===== config.mk =====
export PLATFORM = sky130hd
export DESIGN_NAME = uart_rx_deserializer
export DESIGN_NICKNAME = d
export VERILOG_FILES = /design/src/rtl/uart_rx_deserializer.sv
export SDC_FILE = /design/constraint.sdc
export NUM_CORES = 1
export LEC_CHECK = 0
export ABC_AREA = 1
export BUFFER_PORTS_ARGS = -buffer_cell sky130_fd_sc_hd__buf_2
export CORE_MARGIN = 1
export CORE_UTILIZATION = 51
export CTS_CLUSTER_SIZE = 30
export DETAILED_ROUTE_END_ITERATION = 16
export PLACE_DENSITY = 0.79
export SYNTH_ARGS = -nofsm -noshare
export SYNTH_HDL_FRONTEND = slang
export SYNTH_SLANG_ARGS = --single-unit

===== constraint.sdc =====
create_clock -name Clock -period 3.2 [get_ports Clock]
set_input_delay 0.16 -clock Clock [delete_from_list [all_inputs] [get_ports Clock]]
set_output_delay 0.16 -clock Clock [all_outputs]
set_load 0.03 [all_outputs]

===== src/rtl/uart_rx_deserializer.sv =====
// 8N1 UART receiver: 16x oversampled, byte held with valid/read handshake, framing and overrun flags.
// Define RX_MAJORITY_VOTE_EN to decide each bit by 2-of-3 vote over ticks 16k+7..16k+9.
module uart_rx_deserializer #(
  parameter int CLK_DIV   = 54,
  parameter int DATA_BITS = 8
) (
  input  logic                 Clock,
  input  logic                 Reset,
  input  logic                 SDI,
  input  logic                 DataRead,
  output logic [DATA_BITS-1:0] RxData,
  output logic                 RxDataValid,
  output logic                 FramingError,
  output logic                 Overrun,
  output logic                 Busy
);

  localparam int DIV_W = $clog2(CLK_DIV);
  localparam logic [DIV_W-1:0] DIV_MAX = DIV_W'(CLK_DIV - 1);

  typedef enum logic [2:0] {
    S_IDLE      = 3'd0,
    S_START     = 3'd1,
    S_DATA      = 3'd2,
    S_STOP      = 3'd3,
    S_WAIT_HIGH = 3'd4
  } state_e;

`ifdef RX_MAJORITY_VOTE_EN
  localparam int HIST_W = 2;

  function automatic logic maj3(input logic a, input logic b, input logic c);
    return (a & b) | (a & c) | (b & c);
  endfunction
`else
  localparam int HIST_W = 1;
`endif

  state_e                 state_q, state_d;
  logic                   sync1_q, sync2_q;
  logic [DIV_W-1:0]       div_q, div_d;
  logic [7:0]             tick_cnt_q, tick_cnt_d;
  logic [HIST_W-1:0]      hist_q, hist_d;
  logic [DATA_BITS-1:0]   shift_q, shift_d;
  logic                   ok_q, ok_d, bad_q, bad_d;
  logic [DATA_BITS-1:0]   data_q, data_d;
  logic                   valid_q, valid_d, ovr_q, ovr_d, fe_q, fe_d;
  logic                   rx_s, tick_s, decide_s, bit_s;

  assign rx_s     = sync2_q;
  assign tick_s   = (div_q == DIV_MAX);
  assign decide_s = tick_s && (tick_cnt_q[3:0] == 4'd8);

`ifdef RX_MAJORITY_VOTE_EN
  assign bit_s = maj3(hist_q[1], hist_q[0], rx_s);
`else
  assign bit_s = hist_q[0];
`endif

  // Frame sequencing: tick divider, tick counter, sample history and bit decisions.
  always_comb begin
    state_d    = state_q;
    div_d      = div_q;
    tick_cnt_d = tick_cnt_q;
    hist_d     = hist_q;
    shift_d    = shift_q;
    ok_d       = 1'b0;
    bad_d      = 1'b0;
    if (tick_s) begin
      div_d      = {DIV_W{1'b0}};
      tick_cnt_d = tick_cnt_q + 8'd1;
`ifdef RX_MAJORITY_VOTE_EN
      hist_d     = {hist_q[0], rx_s};
`else
      hist_d     = rx_s;
`endif
    end else begin
      div_d = div_q + DIV_W'(1);
    end
    case (state_q)
      S_IDLE: begin
        div_d = {DIV_W{1'b0}};
        if (!rx_s) begin
          state_d    = S_START;
          tick_cnt_d = 8'd0;
          shift_d    = {DATA_BITS{1'b0}};
        end else begin
          state_d = S_IDLE;
        end
      end
      S_START: begin
        if (decide_s) begin
          state_d = bit_s ? S_IDLE : S_DATA;
        end else begin
          state_d = S_START;
        end
      end
      S_DATA: begin
        if (decide_s) begin
          shift_d = {bit_s, shift_q[DATA_BITS-1:1]};
          state_d = (tick_cnt_q[7:4] == 4'(DATA_BITS)) ? S_STOP : S_DATA;
        end else begin
          state_d = S_DATA;
        end
      end
      S_STOP: begin
        if (decide_s) begin
          ok_d    = bit_s;
          bad_d   = !bit_s;
          state_d = bit_s ? S_IDLE : S_WAIT_HIGH;
        end else begin
          state_d = S_STOP;
        end
      end
      S_WAIT_HIGH: begin
        div_d   = {DIV_W{1'b0}};
        state_d = rx_s ? S_IDLE : S_WAIT_HIGH;
      end
      default: begin
        state_d = S_IDLE;
        div_d   = {DIV_W{1'b0}};
      end
    endcase
  end

  // Output handshake: a byte load beats a coincident read and clears rather than sets overrun.
  always_comb begin
    data_d  = data_q;
    valid_d = valid_q;
    ovr_d   = ovr_q;
    fe_d    = bad_q;
    if (ok_q) begin
      data_d  = shift_q;
      valid_d = 1'b1;
      if (valid_q && DataRead) begin
        ovr_d = 1'b0;
      end else if (valid_q) begin
        ovr_d = 1'b1;
      end else begin
        ovr_d = ovr_q;
      end
    end else if (valid_q && DataRead) begin
      valid_d = 1'b0;
      ovr_d   = 1'b0;
    end else begin
      valid_d = valid_q;
    end
  end

  // State and datapath registers; synchronizer idles high.
  always_ff @(posedge Clock or negedge Reset) begin
    if (!Reset) begin
      state_q    <= S_IDLE;
      sync1_q    <= 1'b1;
      sync2_q    <= 1'b1;
      div_q      <= {DIV_W{1'b0}};
      tick_cnt_q <= 8'd0;
      hist_q     <= {HIST_W{1'b1}};
      shift_q    <= {DATA_BITS{1'b0}};
      ok_q       <= 1'b0;
      bad_q      <= 1'b0;
      data_q     <= {DATA_BITS{1'b0}};
      valid_q    <= 1'b0;
      ovr_q      <= 1'b0;
      fe_q       <= 1'b0;
    end else begin
      state_q    <= state_d;
      sync1_q    <= SDI;
      sync2_q    <= sync1_q;
      div_q      <= div_d;
      tick_cnt_q <= tick_cnt_d;
      hist_q     <= hist_d;
      shift_q    <= shift_d;
      ok_q       <= ok_d;
      bad_q      <= bad_d;
      data_q     <= data_d;
      valid_q    <= valid_d;
      ovr_q      <= ovr_d;
      fe_q       <= fe_d;
    end
  end

  assign RxData       = data_q;
  assign RxDataValid  = valid_q;
  assign Overrun      = ovr_q;
  assign FramingError = fe_q;
  assign Busy         = (state_q != S_IDLE);

endmodule


==> run summary, run 1 <==
Measured along the x axis, the die boundary spans 62.75 microns. For this run, asynchronously set or reset flops after synthesis account for 100.0%. The met2 layer usage reported by global route is 28.67%. The number of hold buffers added after cts is 1. The first global-routing pass estimated 5547 microns of wire.

The core region area is 0.003442 sq mm. The number of max-capacitance violations reported is 0. The worst flop-to-flop path startpoint is div_q[1]. For this run, global-route usage on met1 was measured as 24.43%.

The global-route track usage on met3 is 6.022%. The half-perimeter wire length of the detailed placement result is 2175 microns. The number of global-route vias before repair is 1265. The fmax came out at 0.6339 GHz. The clock-pin slew of the registers on the worst-case setup and hold paths is 0.07 ns. The maximum number of pins on one net before global-route repair came out at 42. After detailed routing, the average wire length per cell comes to 10.49 microns. The mean instance size in the synthesized netlist is 8.793 sq um. The worst setup path is launched from a register. In this run, synthesis inferred 0 flip-flops with an integrated enable. The area growth from synthesis to layout is 12.50%.

By area the synthesized netlist is led by dfrtp_1, nand2_1, nor2_1. The number of distinct library cells after synthesis is 27. The largest total area in the synthesized netlist belongs to dfrtp_1. Fill cells in the final layout number 301. Setup repair after global routing left no endpoint under its margin. The Yosys step of the flow raised 0 warnings.

For the final database, setup skew stands at 0.008250 ns. In this run the worst hold path is classified as in2async. STA puts the critical path data required time at 3.38 ns.

For the pin with the worst max-slew slack, the measured transition is 0.8487 ns. Input and output buffers added on the ports amount to 15. For this run, the slowest stage of the critical path takes 0.40 ns. The maximum clock insertion buffer count is 2. In the final layout, the multi-input gates occupy 737.0 sq um. The combined flip-flop and latch cell area is 0.001030 sq mm. By instance count, the cell type seen most on the critical path is nand2_1. The total negative slack for setup checks is 0 ns.

The total nets after synthesis is 222. The root buffer cell chosen for the clock tree is clkbuf_8. The number of nets with antenna violations after detailed routing came out at 0. The residual overflow from global routing came out at 0. The number of buffers created by CTS came out at 5. Using the TritonRoute via totals, the vias-per-cell ratio works out to 4.719. The dominant cell by count in the synthesized netlist is nand2_1. The total count of hold-check failures in the final report came out at 37.

The DRC violations left is 0. Among cell families on the critical path, the largest total delay comes from simple AND/OR/NAND/NOR gates. The number of cell rows is 21. The critical path startpoint is div_q[1]. The worst setup path is captured at a register. The fraction of layout instances using a drive strength above 1 came out at 18.72%. The first detailed-routing pass ran for 4 iterations. The sum of buffers and inverters on the critical path came out at 1. The number of nets in the finished design is 242. The checks that failed: negative hold slack. The number of antenna violations at the first check in global routing is 0.

The proportion of netlist area held by the largest area contributor came out at 50.53%. The initial core utilization is 54.67%. The detailed-route via count is 1326. The chip height came out at 62.75 microns. The number of setup buffers added after CTS is 0.

The post-route fraction of the period consumed by the critical path came out at 49.30%. The layer flagged by global routing as most heavily used is met2. The register share of total power is 54.6%. The gate count after technology mapping is 214.

Cell internal power was estimated by the tool at 778.3 uW. The minimum period implied by the final worst setup slack is 1.577 ns. The netlist area before placement is 0.001882 sq mm. The part of the Yosys area used for sequential elements is 54.72%. The clock latency of the later-clocked register in the worst-skew pair is 0.28 ns. The post-cts repair resize count is 0. The run finished, with violations left. The number of pins exceeding their max-slew limit in the final report came out at 0. The CTS H-tree depth came out at 2. The number of endpoints failing setup at the final stage came out at 0. Traced cell by cell, the critical path runs through inv_1 -> ha_1 -> nand3_2 -> nor2_4 -> nand2_4 -> nand2_1 -> nand2_2 -> nand2_1 -> nand2_1.

The clock group share of total power is 43.6%. Among all stages on the critical path, the largest delay is contributed by dfrtp_1. The violation count after the first detailed-routing iteration is 77. The number of inserted diodes is 0.

The most instantiated flip-flop cell in the synthesis netlist is dfrtp_1. The post-layout total power is 956.1 uW. The net switching share of the total power came out at 18.59%. Counting flops and latches in the post-synthesis netlist gives 41. The clock tree from TritonCTS is yes.

The overall die area came out at 0.003937 sq mm. The last weighted congestion value of the routability-driven placer is 0.8496. The logic gate share of total power came out at 1.8%. Global routing used 18.36% of the available tracks across all layers. For this design, the sink count on the clock tree is 41. By startpoint and endpoint, the worst setup path is classified as reg2reg. For this design the static power due to leakage is 0.001142 uW. The commonest cells after synthesis are nand2_1, dfrtp_1, nor2_1. After detailed routing, the total wire length is 2949 microns. Along the worst path, the maximum fanout reaches 12. The maximum resistive drop on vdd came out at 0.0002598 V.

16 I/O pins were placed. The total power density per cell area is 451.6 mW/mm^2. The worst pin sits at a relative slew slack of 43.42%. The arrival time reported for the critical path endpoint came out at 1.76 ns.

The worst hold margin came out at -0.01897 ns. The reported net switching power is 177.7 uW.
-- final timing paths --
check | cells after the start | slack (ns) | to
setup reg to reg | 9 | 1.62 | shift_q[3]
setup / recovery | 9 | 1.62 | shift_q[3]
hold / removal | 1 | -0.02 | tick_cnt_q[2]
hold reg to reg | 0 | 0.35 | FramingError
min in group Clock | 2 | 0.09 | RxDataValid
max in group asynchronous | 1 | 2.68 | FramingError
-- placed cells by master (no fill, tap or decap), types with 2 or more instances in the layout --
master    instances
nand2_2           4
nor2_4            4
nand2_1          67
a21oi_1           8
nor3_1            3
clkbuf_8          6
o21ai_0           5
nor2_1           25
buf_2            15
nand3_1          16
dfrtp_1          38
dfstp_2           3
ha_1              4
nand3_2           2
inv_2             4
inv_1            17
-- flip-flops by register name, summed over array words and instances, names as in the netlist --
| register | flops |
|---|---|
| FramingError | 1 |
| Overrun | 1 |
| RxData | 8 |
| RxDataValid | 1 |
| bad_q | 1 |
| bit_s | 1 |
| div_q | 6 |
| ok_q | 1 |
| rx_s | 1 |
| shift_q | 8 |
| state_q | 3 |
| sync1_q | 1 |
| tick_cnt_q | 8 |
-- routing by layer --
layer / part of all wire, % / routed length [microns]
met3: 2.7 / 79
met2: 44 / 1288
met1: 53 / 1550
met4: 1.1 / 31
met5: 0 / 0
-- cells by family after synthesis --
| group | count (synthesis) | synth area share, % |
|---|---|---|
| xor gates and xnor gates | 2 | 0.9310 |
| and+or+nand+nor | 125 | 30.92 |
| AOI/OAI and AO/OA | 16 | 4.655 |
| adders and majority gates | 4 | 2.660 |
| buffers and inverters | 26 | 6.116 |
| DFF | 41 | 54.72 |
-- stage by stage --
step | worst slack (ns) | cell area (sq um) | utilization [%] | cells | hold WS [ns]
after global placement | 1.689 | 1987 | 57.72 | 272 | 0.2660
after CTS | 1.612 | 2117 | 61.50 | 281 | 0.01110
after floorplan | 1.933 | 1882 | - | 214 | -0.1356
final | 1.623 | 2117 | 61.50 | 281 | -0.01897
after global routing | 1.432 | 2117 | 61.50 | 281 | 0.03976
after detailed placement | 1.640 | 1987 | 57.72 | 272 | 0.2661
-- power groups by stage --
stage	sequential (uW)	clock (uW)	combinational (uW)
final	522	417	17.2
after global routing	522	453	19.9
after CTS	522	433	18.4
after detailed placement	532	0	17.6
after global placement	532	0	17.2
after floorplan	534	0	2.14
-- final cells by class --
cell class	instances	area share (%)
sequential	41	48.64
multi-input combinational	147	34.81
inverter	23	4.137
timing repair buffer	16	4.019
clock buffer	6	3.901
tap	46	2.719
clock inverter	2	1.773
Note: power is estimated with default switching activity, not from simulation.
==> run 2: changes to the inputs <==
Settings changed: PLACE_DENSITY 0.79 to 0.82.
Clock period 3.2 ns to 1.3 ns, I/O delays scaled along.
==> run 2 against run 1 <==
Sequential share of layout area is 4.9 points lower; count of clock-buffer cells in the layout is 1 lower; highest routed layer unchanged; utilization is 7.1 points higher; clock power is 140% higher; critical path type unchanged; power is 150% higher; final cell count is 6.4% higher; via count is 12% higher; clock skew hardly changed; the run ends with negative setup slack left.
==> run summary, run 2 (synthesis gave the netlist of run 1 again) <==
Wires add up to 3476 microns. The DRC violations left came out at 0. The clock latency of the later-clocked register in the worst-skew pair came out at 0.30 ns. The number of inserted diodes is 0.

The library cell used most frequently in the layout, excluding fill and tap cells, is nand2_1. The overall die area is 0.003937 sq mm. The fraction of the core area covered by cells at the end of the flow came out at 68.59%.

For the worst setup path, the data arrival time is 1.60 ns. The die is 62.75 microns wide. The CTS H-tree depth came out at 2.

Buffers inserted during clock tree synthesis total 5. The cell chosen for the clock root is clkbuf_8. The data required time of the critical path came out at 1.49 ns. Global routing consumed, over all layers together, 19.46% of the routing resources. The number of antenna violations at the first check in global routing came out at 0. The startpoint identified for the worst register-to-register timing path is div_q[1]. Dividing the final minimum period by the clock period gives 108.5%.

Setup violations remaining at the end of the flow were counted as 21. The fraction of layout instances using a drive strength above 1 is 33.99%. The capture instance of the worst register-to-register path is shift_q[5]. After detailed routing, the number of vias per cell comes to 4.970. The run finished, with violations left. The total count of hold-check failures in the final report is 0.

The maximum clock insertion buffer count came out at 2. The leakage dissipation is 0.001254 uW. The total negative slack for setup checks is -1.209 ns. The post-layout worst setup margin came out at -0.1101 ns.

The sequential cells in the finished layout cover a total of 0.001032 sq mm. TritonCTS built the clock tree. The number of nets in the finished design is 260.

The clock group share of total power is 43.3%. The checks that failed: negative setup slack. The number of sinks handled by clock tree synthesis is 41. The post-placement cell count came out at 284. Measured against its own limit, the worst slew margin works out to 67.42%. The classification of the worst-slack hold path is in2async. The number of cell rows is 21. The post-layout total power came out at 2354 uW. The initial core utilization is 54.67%. The chip height is 62.75 microns. The cell depth of the worst flop-to-flop path is 9. The total power density per cell area is 996.9 mW/mm^2.

Detailed placement ended at an HPWL of 2229 microns. For this design the total switching power over the nets is 481.8 uW. The count of nets left with antenna violations once routing finished came out at 0. The number of standard cells in the layout, taps in and fillers out is 299.

Entering global routing, the biggest net connects 42 pins. VDD sags by at most 0.0005883 V. Fill cells in the final layout number 254. The first global-routing pass estimated 5892 microns of wire. The transition time at the pin with the least slew margin came out at 0.4888 ns. Of the total power, combinational logic draws 2.1%.

The last weighted congestion value of the routability-driven placer is 0.8897. The number of top-level pins came out at 16. The maximum clock skew at final layout is 0.008039 ns. The type of the worst setup path is reg2reg. The worst slack at placement came out at -0.06534 ns. The number of pins exceeding their max-slew limit in the final report is 0. STA classifies the critical path startpoint as a register. The number of max-capacitance violations reported came out at 0. The length of the first detailed-routing pass in iterations came out at 4. In this run the standard cell core region covers 0.003442 sq mm.

Of the total power, the share spent switching nets is 20.47%. Dividing the detail-routed wire length by the instance count gives 11.63 microns. The maximum fanout encountered on the critical timing path came out at 8. The total of buffers placed on input and output ports came out at 15. The violation count after the first detailed-routing iteration is 75.

The fmax is 0.7092 GHz. The library cells used most frequently in the layout, excluding fill and tap cells, are nand2_1, dfrtp_1, nor2_1. The residual overflow from global routing came out at 0. The minimum period implied by the final worst setup slack is 1.410 ns. The area overhead of the layout relative to synthesis came out at 25.47%. The number of global-route vias before repair is 1380. Clock-pin slew was measured on the worst setup and hold paths at 0.08 ns.

STA classifies the critical path endpoint as a register. The worst-case register-to-register setup slack came out at -0.11 ns. The internal cell power is 1872 uW. The register share of total power came out at 54.6%.

The detailed-route via count is 1486. Setup repair after global routing could not meet its margin everywhere. Tracing the worst setup path back leads to its startpoint at div_q[1]. The area used by multi-input combinational logic came out at 832.0 sq um.
==> run 2: how the worst max path moves through the flow <==
| stage | to | slack, ns |
|---|---|---|
| 2_1_floorplan | shift_q[0] | 0.03 |
| 3_3_place_gp | shift_q[4] | -0.02 |
| 3_5_place_dp | shift_q[5] | -0.07 |
| 4_1_cts | tick_cnt_q[7] | -0.05 |
| 5_1_grt | shift_q[4] | -0.20 |
| 6_report | shift_q[5] | -0.11 |
==> run 2: power by group through the flow <==
stage / registers, uW / clock network [uW] / logic [uW]
6_report: 1290 / 1020 / 49.8
5_1_grt: 1290 / 1090 / 57.4
4_1_cts: 1290 / 1040 / 51.8
3_5_place_dp: 1310 / 0 / 44.9
3_3_place_gp: 1310 / 0 / 45.0
2_1_floorplan: 1310 / 0 / 5.26
==> run 2: per-layer routing <==
layer | GRT usage, % | vias to the layer above | part of all wire (%)
met1 | 24.37 | 706 | 47
met3 | 4.562 | 9 | 3.1
met5 | 0 | - | 0
met4 | 9.884 | 0 | 2.3
li1 | - | 746 | -
met2 | 31.39 | 25 | 48
==> run 2: layout make-up <==
class                      instances  area share, %
sequential                        41          43.72
multi-input combinational        147          35.24
clock buffer                       5          2.915
tap                               46          2.438
clock inverter                     3          1.961
inverter                          23          3.869
timing repair buffer              34          9.857
==> run 2: timing repair <==
item	in CTS	in global routing
hold buffers	3	0
endpoints found under the setup margin	13	28
gates resized for setup	9	29
buffers inserted	1	3
hold endpoints to repair	40	0
pin swaps	0	5
==> run 2: worst max-delay path, cell delays in order, from the launching register on <==
cell	delay, ns
dfrtp_1	0.38
inv_1	0.06
ha_2	0.17
nand3_2	0.09
nor2_4	0.16
nand2_4	0.13
nand2_4	0.10
nand2_8	0.07
nand2_1	0.08
nand2_1	0.06
==> run 2: through the flow <==
| step | instance area (sq um) | hold WS [ns] |
|---|---|---|
| 6_report | 2361 | 0.3497 |
| 5_1_grt | 2361 | 0.3632 |
| 4_1_cts | 2258 | 0.3532 |
| 3_5_place_dp | 2077 | 0.1487 |
| 3_3_place_gp | 2077 | 0.1491 |
| 2_1_floorplan | 1882 | -0.2306 |
